$ cat config.mk
export PLATFORM = sky130hd
export DESIGN_NAME = mem_wb_skid_stage
export DESIGN_NICKNAME = d
export VERILOG_FILES = /design/src/rtl/mem_wb_pkg.sv /design/src/rtl/mem_wb_load_align.sv /design/src/rtl/mem_wb_skid_stage.sv
export SDC_FILE = /design/constraint.sdc
export NUM_CORES = 1
export LEC_CHECK = 0
export BUFFER_PORTS_ARGS = -buffer_cell sky130_fd_sc_hd__buf_2
export CAP_MARGIN = 15
export CORE_MARGIN = 8
export CORE_UTILIZATION = 51
export DETAILED_ROUTE_END_ITERATION = 7
export PLACE_DENSITY = 0.82
export SYNTH_ARGS = -nofsm -noshare
export SYNTH_HDL_FRONTEND = slang
export SYNTH_HIERARCHICAL = 1
export SYNTH_SLANG_ARGS = --single-unit
$ cat constraint.sdc
create_clock -name clk -period 3.2 [get_ports clk]
set_input_delay 0.32 -clock clk [delete_from_list [all_inputs] [get_ports clk]]
set_output_delay 0.32 -clock clk [all_outputs]
set_load 0.005 [all_outputs]
$ cat src/rtl/mem_wb_pkg.sv
// Shared constants for the MEM->WB stage: load-size codes and skid occupancy states.
package mem_wb_pkg;

  localparam logic [1:0] LOAD_BYTE = 2'b00;
  localparam logic [1:0] LOAD_HALF = 2'b01;
  localparam logic [1:0] LOAD_WORD = 2'b10;

  typedef enum logic [1:0] {
    OCC_EMPTY = 2'b00,
    OCC_ONE   = 2'b01,
    OCC_TWO   = 2'b10
  } occ_e;

endpackage

$ cat src/rtl/mem_wb_load_align.sv
// Load-data alignment: picks the addressed byte/half lane and sign- or zero-extends it.
module mem_wb_load_align
  import mem_wb_pkg::*;
#(
  parameter int unsigned DATA_W      = 32,
  parameter bit          LOAD_EXT_EN = 1'b1
) (
  input  logic [DATA_W-1:0] i_data,
  input  logic [1:0]        i_offset,
  input  logic [1:0]        i_size,
  input  logic              i_unsigned,
  output logic [DATA_W-1:0] o_data
);

  logic [7:0]  w_byte;
  logic [15:0] w_half;
  logic        w_byte_fill;
  logic        w_half_fill;

  always_comb begin
    w_byte      = i_data[{i_offset, 3'b000} +: 8];
    w_half      = i_offset[1] ? i_data[31:16] : i_data[15:0];
    w_byte_fill = ~i_unsigned & w_byte[7];
    w_half_fill = ~i_unsigned & w_half[15];
    o_data      = i_data;
    if (LOAD_EXT_EN) begin
      case (i_size)
        LOAD_BYTE: o_data = {{(DATA_W-8){w_byte_fill}}, w_byte};
        LOAD_HALF: o_data = {{(DATA_W-16){w_half_fill}}, w_half};
        default:   o_data = i_data;
      endcase
    end
  end

endmodule

$ cat src/rtl/mem_wb_skid_stage.sv
// MEM->WB pipeline stage: 2-entry skid buffer with flush, load alignment and write-back select.
module mem_wb_skid_stage
  import mem_wb_pkg::*;
#(
  parameter int unsigned DATA_W      = 32,
  parameter int unsigned REG_ADDR_W  = 5,
  parameter bit          ZERO_REG_WP = 1'b1,
  parameter bit          LOAD_EXT_EN = 1'b1
) (
  input  logic                  clk,
  input  logic                  reset,
  input  logic                  flush,
  input  logic                  in_valid,
  output logic                  in_ready,
  input  logic [DATA_W-1:0]     mem_rdata_in,
  input  logic [DATA_W-1:0]     alu_result_in,
  input  logic [REG_ADDR_W-1:0] write_reg_in,
  input  logic                  mem_to_reg_in,
  input  logic                  reg_write_in,
  input  logic [1:0]            load_size_in,
  input  logic                  load_unsigned_in,
  output logic                  out_valid,
  input  logic                  out_ready,
  output logic [DATA_W-1:0]     wb_data_out,
  output logic [REG_ADDR_W-1:0] write_reg_out,
  output logic                  reg_write_out
);

  typedef struct packed {
    logic [DATA_W-1:0]     data;
    logic [REG_ADDR_W-1:0] rd;
    logic                  we;
  } entry_t;

  occ_e   r_state;
  occ_e   w_state_nxt;
  entry_t r_main;
  entry_t r_skid;
  entry_t w_beat;

  logic [DATA_W-1:0] w_load_data;
  logic              w_in_fire;
  logic              w_out_fire;
  logic              w_main_ld;
  logic              w_main_from_skid;
  logic              w_skid_ld;

  mem_wb_load_align #(
    .DATA_W      (DATA_W),
    .LOAD_EXT_EN (LOAD_EXT_EN)
  ) u_align (
    .i_data     (mem_rdata_in),
    .i_offset   (alu_result_in[1:0]),
    .i_size     (load_size_in),
    .i_unsigned (load_unsigned_in),
    .o_data     (w_load_data)
  );

  always_comb begin
    w_beat.data = mem_to_reg_in ? w_load_data : alu_result_in;
    w_beat.rd   = write_reg_in;
    w_beat.we   = reg_write_in;
  end

  // Both handshake flags come straight from the occupancy register, so
  // in_ready never has a combinational path from out_ready.
  assign in_ready   = (r_state != OCC_TWO);
  assign out_valid  = (r_state != OCC_EMPTY);
  assign w_in_fire  = in_valid & in_ready;
  assign w_out_fire = out_valid & out_ready;

  always_comb begin
    w_state_nxt      = r_state;
    w_main_ld        = 1'b0;
    w_main_from_skid = 1'b0;
    w_skid_ld        = 1'b0;
    if (flush) begin
      w_state_nxt = OCC_EMPTY;
    end else begin
      case (r_state)
        OCC_EMPTY: begin
          if (w_in_fire) begin
            w_state_nxt = OCC_ONE;
            w_main_ld   = 1'b1;
          end
        end
        OCC_ONE: begin
          if (w_in_fire && !w_out_fire) begin
            w_state_nxt = OCC_TWO;
            w_skid_ld   = 1'b1;
          end else if (w_in_fire && w_out_fire) begin
            w_main_ld   = 1'b1;
          end else if (w_out_fire) begin
            w_state_nxt = OCC_EMPTY;
          end
        end
        OCC_TWO: begin
          if (w_out_fire) begin
            w_state_nxt      = OCC_ONE;
            w_main_from_skid = 1'b1;
          end
        end
        default: w_state_nxt = OCC_EMPTY;
      endcase
    end
  end

  always_ff @(posedge clk or posedge reset) begin
    if (reset) begin
      r_state <= OCC_EMPTY;
    end else begin
      r_state <= w_state_nxt;
    end
  end

  always_ff @(posedge clk or posedge reset) begin
    if (reset) begin
      r_main <= '0;
      r_skid <= '0;
    end else begin
      if (w_main_ld) begin
        r_main <= w_beat;
      end else if (w_main_from_skid) begin
        r_main <= r_skid;
      end
      if (w_skid_ld) begin
        r_skid <= w_beat;
      end
    end
  end

  assign wb_data_out   = r_main.data;
  assign write_reg_out = r_main.rd;
  assign reg_write_out = out_valid & r_main.we &
                         ~(ZERO_REG_WP && (r_main.rd == '0));

endmodule
Word level (Yosys, flattened, before mapping). Index checks and enable logic that the tools add are counted.

$add $sub $neg: 0. Multiply operators: 0. Divide/modulo/power cells: 0. $lt $le $gt $ge: 0. Equal/unequal tests: 8. Shift-type cells: 1. Muxes and demuxes: 23. Bitwise operators: 8. Reductions and logical operators: 9.

Operators by type and width (count): two-way mux 38 bit (2); one-hot mux 32 bit (2 select lines) (1); two-way mux 32 bit (1); indexed part select 32 x 6 -> 8 bit (1); two-way mux 16 bit (1); two-way mux 2 bit (6); two-way mux 1 bit (10); inequality test 4 bit, second input constant (2); bitwise AND 1 bit (6); inequality test 3 bit, second input constant (2); one-hot mux 2 bit (3 select lines) (1); zero test 5 bit (1); equality test 2 x 1 -> 1 bit, second input constant (2); zero test 2 bit (2); AND reduction 4 bit (1); nonzero test 2 bit (2); equality test 2 bit, second input constant (1); logical AND 1 bit (2); inequality test 2 bit, second input constant (1); inverter 1 bit (2); one-hot mux 1 bit (2 select lines) (1); zero test 1 bit (1).

Register bits after elaboration: 78. Latch bits: 0. Memory bits (writable): 0. ROM bits: 0. Input bits: 79. Output and inout port bits: 40. Word-level logic and storage cells: 56. Memories: 0.

Longest topological paths before layout. Gate-level depths: netlist of the first run.

Depth after elaboration: 8. Depth in mapped cells: 8. Gate-level depth less buffers: 6.

By module. The synthesis of the first run kept the hierarchy.

Modules (own cells, without submodules): mem_wb_skid_stage (times used 1, cells an instance 302, area each 4030.1 sq um, seq. area each 1951.9 sq um); mem_wb_load_align (times used 1, cells an instance 122, area each 694.4 sq um, seq. area each 0.0 sq um).

Worst setup path after synthesis of the first run. Ideal clock, no wire load.

Path type: in2reg. From: in alu_result_in[1]. To: reg r_main (netlist bit wb_data_out[11]). Library setup time: 0.126 ns. Arrival: 1.578 ns. Data required time: 3.074 ns. Slack: 1.496 ns. Stages on the path: 6. Path buffers: 1. Cell sequence: nor2b_1 buf_4 a21o_1 a221o_1 mux2_2 a221o_1.

Word-level cells in the longest chain between the ends: 5. Elaborated cells on any way between the ends: 6. Classes of those cells: 1 x shift; 4 x mux; 1 x bitwise.

RTL lines: start: declaration (line mem_wb_skid_stage.sv:16) `input logic [DATA_W-1:0] alu_result_in,`; indexed part select 32 x 6 -> 8 bit (line mem_wb_load_align.sv:21) `w_byte = i_data[{i_offset, 3'b000} +: 8];`; bitwise AND 1 bit (line mem_wb_load_align.sv:23) `w_byte_fill = ~i_unsigned & w_byte[7];`; one-hot mux 32 bit (2 select lines) * (line mem_wb_load_align.sv:27) `case (i_size)`; named net w_load_data[11] (line mem_wb_skid_stage.sv:41) `logic [DATA_W-1:0] w_load_data;`; two-way mux 32 bit * (line mem_wb_skid_stage.sv:60) `w_beat.data = mem_to_reg_in ? w_load_data : alu_result_in;`; two-way mux 38 bit * (line mem_wb_skid_stage.sv:121) `if (w_main_ld) begin`; end signal: assignment (line mem_wb_skid_stage.sv:122) `r_main <= w_beat;`; end signal: assignment (line mem_wb_skid_stage.sv:124) `r_main <= r_skid;`; end: declaration (line mem_wb_skid_stage.sv:37) `entry_t r_main;`.

The timed path passes the listed nets; every way through them passes the cells marked *. A chain may end at the register's enable or synchronous reset.

Final worst setup path of the first run.
From: in load_size_in[1]. To: reg r_main (netlist bit wb_data_out[13]).

Word-level cells in the longest chain between the ends: 4. Elaborated cells on any way between the ends: 5. Classes of those cells: 1 x eq/ne; 3 x mux; 1 x reduce/logical.

RTL lines: start: declaration (line mem_wb_skid_stage.sv:20) `input logic [1:0] load_size_in,`; equality test 2 x 1 -> 1 bit or zero test 2 bit (tied branches) (line mem_wb_load_align.sv:27); one-hot mux 32 bit (2 select lines) * (line mem_wb_load_align.sv:27); named net w_load_data[13] (line mem_wb_skid_stage.sv:41); two-way mux 32 bit * (line mem_wb_skid_stage.sv:60); two-way mux 38 bit * (line mem_wb_skid_stage.sv:121).

Marked as above.

==> run metrics, run 1 <==
status complete, no violations; Die Width 112 um; M1 GR Usage 25.5%; Worst setup startpoint load_size_in[1]; Pwr Density roughly 550 mW/mm2; post-DR vias/cell between 5 and 6; FMAX ~480 MHz; grt met3 use ~6.4%; fin util between 50% and 60%; Syn Area/Cell about 11 um2; Tmin final 2.08 ns; Hold WC Path Type input port to register; Tightest Pin Transition 0.797 ns; Yosys top cell by area dfrtp_1; Critical Path Start Type input port; Final Slew Violations 0; met2 Use GR between 30% and 40%; CTS Hold Bufs 1; sequential-to-total area share from yosys stat roughly two fifths; Primary FF master, synth dfrtp_1; Yosys cell types between 40 and 50; tightest hold margin roughly 0.20 ns; Syn Std Cell Area between 0.004 and 0.005 mm2; initial antenna violation count 1; MaxCap Viol Count 0; leakage 0.00267 uW; dpl hpwl ~9 mm; die height between 100 and 150 um; Die Area roughly 0.013 mm2; # IOs around 120; Skew-Pair Late Insertion Delay around 0.35 ns; Clock Skew between 0.009 and 0.01 ns; Critical Path RT between 3 and 4 ns; core area a little over 0.009 mm2; total number of vias 3582; Starting Density between 50% and 60%; vias in the first global route a little under 4000; wire length per cell ~21 um; final WL 12.8 mm; Buffers on Ports around 120; r2r startpoint r_state[1]; syn_nets between 500 and 600; n_diodes 0; grt ovf 0; Tcrit/Tclk final approximately two thirds; slew margin rel. 46.8%; TritonRoute pass-1 iters 5; CP Capture Type register; # setup viols final 0; VDD IR max 0.269 mV; CTS tree built; DR iter-0 viols 241; GRT Util Overall approximately a fifth; CTS max path bufs 2; synthesized instance count 424; Ys Warns 6; clock slew at the register clock pins of the worst setup and hold paths 0.08 ns; Hold Crit Start flush; Post-CTS Resized 0; post-layout net count 572; final hold vios 0; count leader, synth dfrtp_1; share of layout cells above drive strength 1 ~44%; clk sinks 78; Root Driver clkbuf_8; Synth top area share between 40 and 50%; setup TNS 0 ns; Total Power 2890 uW; DR DRC count 0; first-pass GRT wire length between 20 and 25 mm; global placement routability congestion about 0.9; top cells by count, synth dfrtp_1 (78), nand2_1 (58), mux2_2 (47); Layout area overhead 11.1%; CP arrival 2.31 ns; grt peak-use layer met2; critical path type input port to register; Post-CTS Setup Bufs 0; antenna viol nets, final 0; largest net degree at the start of global routing 40; EDFF count, synth 0; dominant cells by area after synthesis dfrtp_1 (41%), mux2_2 (11%), a221o_1 (9.7%); FP Rows 35; RSZ-0062 raised after global routing false; H-tree Lvls 3; Async SR Flop Fraction 100%; CP max FO 38; number of synthesized register bits 78; Inserted Clock Buffers 9
## worst paths after layout
check / endpoint / slack (ns) / cells after the start
min in group asynchronous: write_reg_out[1] / 0.47 / 3
setup / recovery: wb_data_out[13] / 1.12 / 6
setup reg to reg: r_skid[9] / 1.13 / 4
hold reg to reg: r_skid[35] / 0.50 / 1
max in group asynchronous: wb_data_out[11] / 1.98 / 4
hold / removal: r_state[1] / 0.20 / 2
## metal layers
| metal | vias up | part of all wire, % |
|---|---|---|
| met4 | 2 | 1.7 |
| met3 | 22 | 7.7 |
| met1 | 1785 | 44 |
| met2 | 151 | 46 |
| met5 | - | 0.10 |
| li1 | 1622 | - |
## sequential cells by signal (all words and copies together), names as in the netlist
name           flops
r_main             1
write_reg_out      5
r_state            2
wb_data_out       32
r_skid            38
## critical path: stages
cell     delay (ns)
buf_2          0.52
nor2b_1        0.32
a21o_1         0.25
a221o_1        0.29
mux2_2         0.28
a221o_1        0.33
## report_power, final
group          internal [uW]  total (uW)  switching (uW)
registers               1230        1360             130
clock network            439         827             388
logic                    415         707             292
total                   2080        2890             810
## final cells by class
type | count | area (um2)
Multi-Input combinational cell | 276 | 2270
Clock inverter | 6 | 86.3
Sequential cell | 78 | 1950
Inverter | 3 | 11.3
Timing Repair Buffer | 125 | 658
Fill cell | 784 | 3860
Tap cell | 111 | 139
Clock buffer | 10 | 128
## cells in the final DEF (no fill, tap or decap), drive strengths merged, types with 2 or more instances in the layout
master   netlist  final
a21oi          6      6
inv            3      3
clkinv         0      3
and2          38     38
nand2b         8      8
a221o         46     46
dfrtp         78     78
a21o           3      3
o22a           3      3
bufinv         0      2
o21ai          4      4
nand2         59     59
mux2          71     71
buf           62    124
nor2           4      4
clkbuf         5     10
a2bb2oi        3      3
a22oi          5      5
mux2i          2      2
nor2b          8      8
## through the flow
| stage | setup WS [ns] | instance area, um2 | instances |
|---|---|---|---|
| 2_1_floorplan | 0.885 | 4720 | 424 |
| 3_3_place_gp | 0.844 | 5020 | 592 |
| 3_5_place_dp | 0.797 | 5020 | 592 |
| 4_1_cts | 1.10 | 5250 | 609 |
| 5_1_grt | 1.01 | 5250 | 609 |
| 6_report | 1.12 | 5250 | 609 |
## cell families after synthesis
family | after synthesis | share of synthesized area, %
buffers and inverters | 70 | 10.9
and+or+nand+nor | 126 | 14.3
DFF | 78 | 41.3
AOI/OAI and AO/OA | 77 | 14.5
muxes | 73 | 19.0
Power figures use the tool's default switching activity.
==> run 2, diff against run 1 <==
Clock period 3.2 ns to 2.1 ns, I/O delays scaled along.
==> run metrics, run 2 (synthesized netlist as in run 1, its figures left out) <==
status complete, no violations; Skew-Pair Late Insertion Delay ~0.36 ns; slew margin rel. roughly 43%; Largest register FFs 38; initial antenna violation count 0; antenna viol nets, final 0; most common cell after layout, fill and taps aside buf_2; setup TNS 0 ns; FMAX around 540 MHz; R2R cell count 4; MaxCap Viol Count 0; CP Capture Point wb_data_out[10]; Die Width between 100 and 150 um; CP max FO 26; Worst setup startpoint r_state[0]; r2r startpoint r_state[0]; Starting Density between 50% and 60%; post-DR vias/cell approximately 5.8; post-layout net count roughly 580; DR DRC count 0; Die Area between 0.01 and 0.015 mm2; critical path type register to register; Critical R2R Capture wb_data_out[10]; grt ovf 0; RSZ-0062 raised after global routing false; Tmin final approximately 1.9 ns; n_diodes 0; vias in the first global route approximately 3900; wire length per cell 20.4 um; core area 0.00911 mm2; Tcrit/Tclk final between 80% and 90%; Hold WC Path Type input port to register; fin util between 50% and 60%; total number of vias ~3600; # setup viols final 0; TritonRoute pass-1 iters 5; CP arrival roughly 2.2 ns; DR iter-0 viols about 220; VDD IR max 0.393 mV; most frequent cells in the layout buf_2 (118), dfrtp_1 (78), nand2_1 (57), mux2_2 (47), a221o_1 (46); Final Slew Violations 0; Post-CTS Setup Bufs 0; Top reg by flops r_skid; Pwr Density about 830 mW/mm2; die height roughly 110 um; first-pass GRT wire length around 20 mm; GRT Util Overall between 20% and 30%; Tightest Pin Transition approximately 0.85 ns; Root Driver clkbuf_8; H-tree Lvls 3; CP Capture Type register; Critical Path Start Type register; r2r setup slk between 0.2 and 0.25 ns; # IOs approximately 120; FP Rows 35; global placement routability congestion a little under 0.9; Clock Skew roughly 0.0087 ns; clock slew at the register clock pins of the worst setup and hold paths about 0.080 ns; Layout area overhead 13.0%; CTS max path bufs 2; Critical Path RT 2.39 ns; Buffers on Ports between 100 and 150; final hold vios 0; largest net degree at the start of global routing 39; CTS tree built; leakage roughly 0.0027 uW; share of layout cells above drive strength 1 45.0%; final WL about 13 mm; Post-CTS Resized 0; dpl hpwl about 9.2 mm; Inserted Clock Buffers 9; clk sinks 78
==> run 2: cell types whose count changed in the layout (fill, tap and decap cells not counted), sizes merged <==
cell      delta
clkinv       -2
buf          +7
clkinvlp     +1
clkbuf       +1
==> run 2: cell type report <==
cell class	instances	area [um2]
fillers	761	3770
flip-flops and latches	78	1950
inverters	3	15.0
clock buffers	11	141
clock inverters	5	81.3
well taps	111	139
multi-input cells	276	2270
repair buffers	132	736
==> run 2: worst min path at each step <==
| stage | slack, ns | cells past startpoint | start | to |
|---|---|---|---|---|
| after floorplan | 0.28 | 1 | flush | r_state[1] |
| after global placement | 0.35 | 2 | reset | r_state[1] |
| after detailed placement | 0.35 | 2 | reset | r_state[0] |
| after CTS | 0.07 | 2 | flush | r_state[1] |
| after global routing | 0.08 | 2 | flush | r_state[1] |
| final | 0.08 | 2 | flush | r_state[1] |
==> run 2: through the flow <==
step | total power [uW] | cell area (um2) | std cells | hold slack [ns] | setup slack (ns)
after floorplan | 2930 | 4730 | 424 | 0.277 | 0.506
after global placement | 3130 | 5100 | 599 | 0.354 | 0.197
after detailed placement | 3180 | 5100 | 599 | 0.354 | 0.131
after CTS | 4480 | 5340 | 616 | 0.0705 | 0.233
after global routing | 4680 | 5340 | 616 | 0.0761 | 0.141
final | 4460 | 5340 | 616 | 0.0830 | 0.236
==> run 2: layer usage <==
| layer | vias to the layer above | GRT usage (%) | routed length [um] |
|---|---|---|---|
| met2 | 151 | 32.3 | 5860 |
| met4 | 0 | 6.65 | 259 |
| met5 | - | 0 | 0 |
| met3 | 21 | 7.41 | 950 |
| met1 | 1770 | 24.6 | 5510 |
| li1 | 1644 | - | - |
==> run 2: repair_timing <==
action,4_1_cts,5_1_grt
hold buffers,1,0
setup endpoints to repair,0,0
hold endpoints to repair,28,0
==> run 2: power by group <==
part / leakage [uW] / switching, uW / internal, uW / total [uW]
Clock: 0.000110 / 583 / 705 / 1290
Combinational: 0.00162 / 449 / 644 / 1090
Sequential: 0.000973 / 205 / 1870 / 2070
Total: 0.00271 / 1240 / 3220 / 4460
==> run 2: worst max-delay path, stage by stage (launching register included) <==
cell and delay, ns:
dfrtp_1 0.46, and4bb_4 0.25, a21oi_4 0.65, buf_4 0.28, a221o_1 0.16
==> run 3, diff against run 2 <==
Settings changed: CORE_UTILIZATION 51 to 45, PLACE_DENSITY 0.82 to 0.74.
==> run metrics, run 3 (synthesized netlist as in run 1, its figures left out) <==
Comb power frac between 20% and 30%; Root Driver clkbuf_8; clock slew at the register clock pins of the worst setup and hold paths 0.08 ns; r2r setup slk between 0.3 and 0.4 ns; die height roughly 120 um; # IOs about 120; TritonRoute pass-1 iters 4; FMAX 535 MHz; R2R cell count 4; status complete, no violations; core area between 0.01 and 0.015 mm2; largest net degree at the start of global routing between 70 and 80; Critical Path RT 1.89 ns; Clk pwr share 24.3%; Tcrit/Tclk final 88.9%; clk sinks 78; dpl hpwl slightly below 9 mm; Pwr Density 785 mW/mm2; total number of vias 3509; global placement routability congestion ~0.86; antenna viol nets, final 0; setup TNS 0 ns; Tightest Pin Transition a little under 0.7 ns; CP max FO 3; Post-CTS Setup Bufs 0; Layout area overhead 12.7%; switch share between 20 and 30%; Total Power about 4200 uW; Die Area about 0.014 mm2; VDD IR max between 0.3 and 0.4 mV; initial antenna violation count 0; Critical R2R Capture wb_data_out[31]; most common cell after layout, fill and taps aside buf_2; MaxCap Viol Count 0; CP Capture Type primary output; CTS max path bufs 2; Buffers on Ports 118; final hold vios 0; CTS tree built; leakage between 0.002 and 0.003 uW; most frequent cells in the layout buf_2 (118), dfrtp_1 (78), nand2_1 (57), mux2_2 (47), a221o_1 (46); fillers between 900 and 1000; post-layout net count between 500 and 600; Worst setup startpoint write_reg_out[1]; r2r startpoint r_state[1]; Tmin final approximately 1.9 ns; Critical Path Start Type register; # setup viols final 0; Top reg by flops r_skid; share of layout cells above drive strength 1 roughly 44%; first-pass GRT wire length 20.7 mm; Cell Int Power slightly below 3000 uW; vias in the first global route 3901; register area a little under 0.002 mm2; H-tree Lvls 3; Largest register FFs 38; DR iter-0 viols approximately 300; Final Slew Violations 0; Switch Pwr between 1000 and 1500 uW; Clock Skew a little under 0.008 ns; Die Width about 120 um; DR DRC count 0; FP Rows 37; critical path type register to primary output; GRT Util Overall 18.5%; RSZ-0062 raised after global routing false; post-DR vias/cell approximately 5.5; area of the multi-input gates ~0.0023 mm2; Inserted Clock Buffers 9; CP arrival between 1.5 and 2 ns; slew margin rel. roughly 54%; wire length per cell 20.0 um; Reg power frac about half; Starting Density a little under half; Hold WC Path Type input port to register; final WL between 10 and 15 mm; CP Capture Point reg_write_out; Skew-Pair Late Insertion Delay approximately 0.37 ns; grt ovf 0
==> run 3: cell type report <==
class | instances | area share, %
well taps | 136 | 3.20
clock buffers | 11 | 2.47
clock inverters | 5 | 0.635
diodes | 1 | 0.0470
flip-flops and latches | 78 | 36.7
inverters | 3 | 0.282
repair buffers | 129 | 14.0
multi-input cells | 276 | 42.7
==> run 3: through the flow <==
stage,hold WS (ns),instances,instance area (um2),utilization [%],setup WS [ns]
floorplan,0.277,424,4730,-,0.506
global placement,0.358,620,5120,49.8,0.120
finish,0.0757,639,5320,51.8,0.232
detailed placement,0.362,620,5120,49.8,0.101
global route,0.0719,638,5320,51.8,0.169
CTS,0.0537,637,5290,51.5,0.0956
==> run 3: power groups by stage <==
stage	clock network, uW	registers [uW]	logic [uW]
floorplan	0	2020	910
global placement	0	2070	1070
finish	1020	2060	1100
CTS	1060	2060	1110
detailed placement	0	2080	1100
global route	1110	2100	1200
==> run 3: worst max-delay path, cell delays in order, from the launching register on <==
cell,delay (ns)
dfrtp_1,0.41
or4_1,0.54
o211a_1,0.21
buf_2,0.12
==> run 3: layer usage <==
layer | vias up | global-route usage [%] | share of wire [%]
met5 | - | 0 | 0
met4 | 0 | 7.98 | 1.6
met3 | 15 | 6.62 | 8.0
met2 | 110 | 28.6 | 46
met1 | 1746 | 22.9 | 44
li1 | 1638 | - | -
==> run 3: how the worst min path moves through the flow <==
stage | start | to | slack, ns | cells after the start
finish | flush | r_state[1] | 0.08 | 2
global route | write_reg_in[0] | r_skid[1] | 0.07 | 2
CTS | flush | r_state[1] | 0.05 | 2
detailed placement | reset | r_skid[2] | 0.36 | 3
global placement | reset | r_skid[2] | 0.36 | 3
floorplan | flush | r_state[1] | 0.28 | 1
==> run 3: what timing repair did <==
action	4_1_cts	5_1_grt
hold buffers	1	0
gates resized for setup	0	0
hold endpoints to repair	78	0
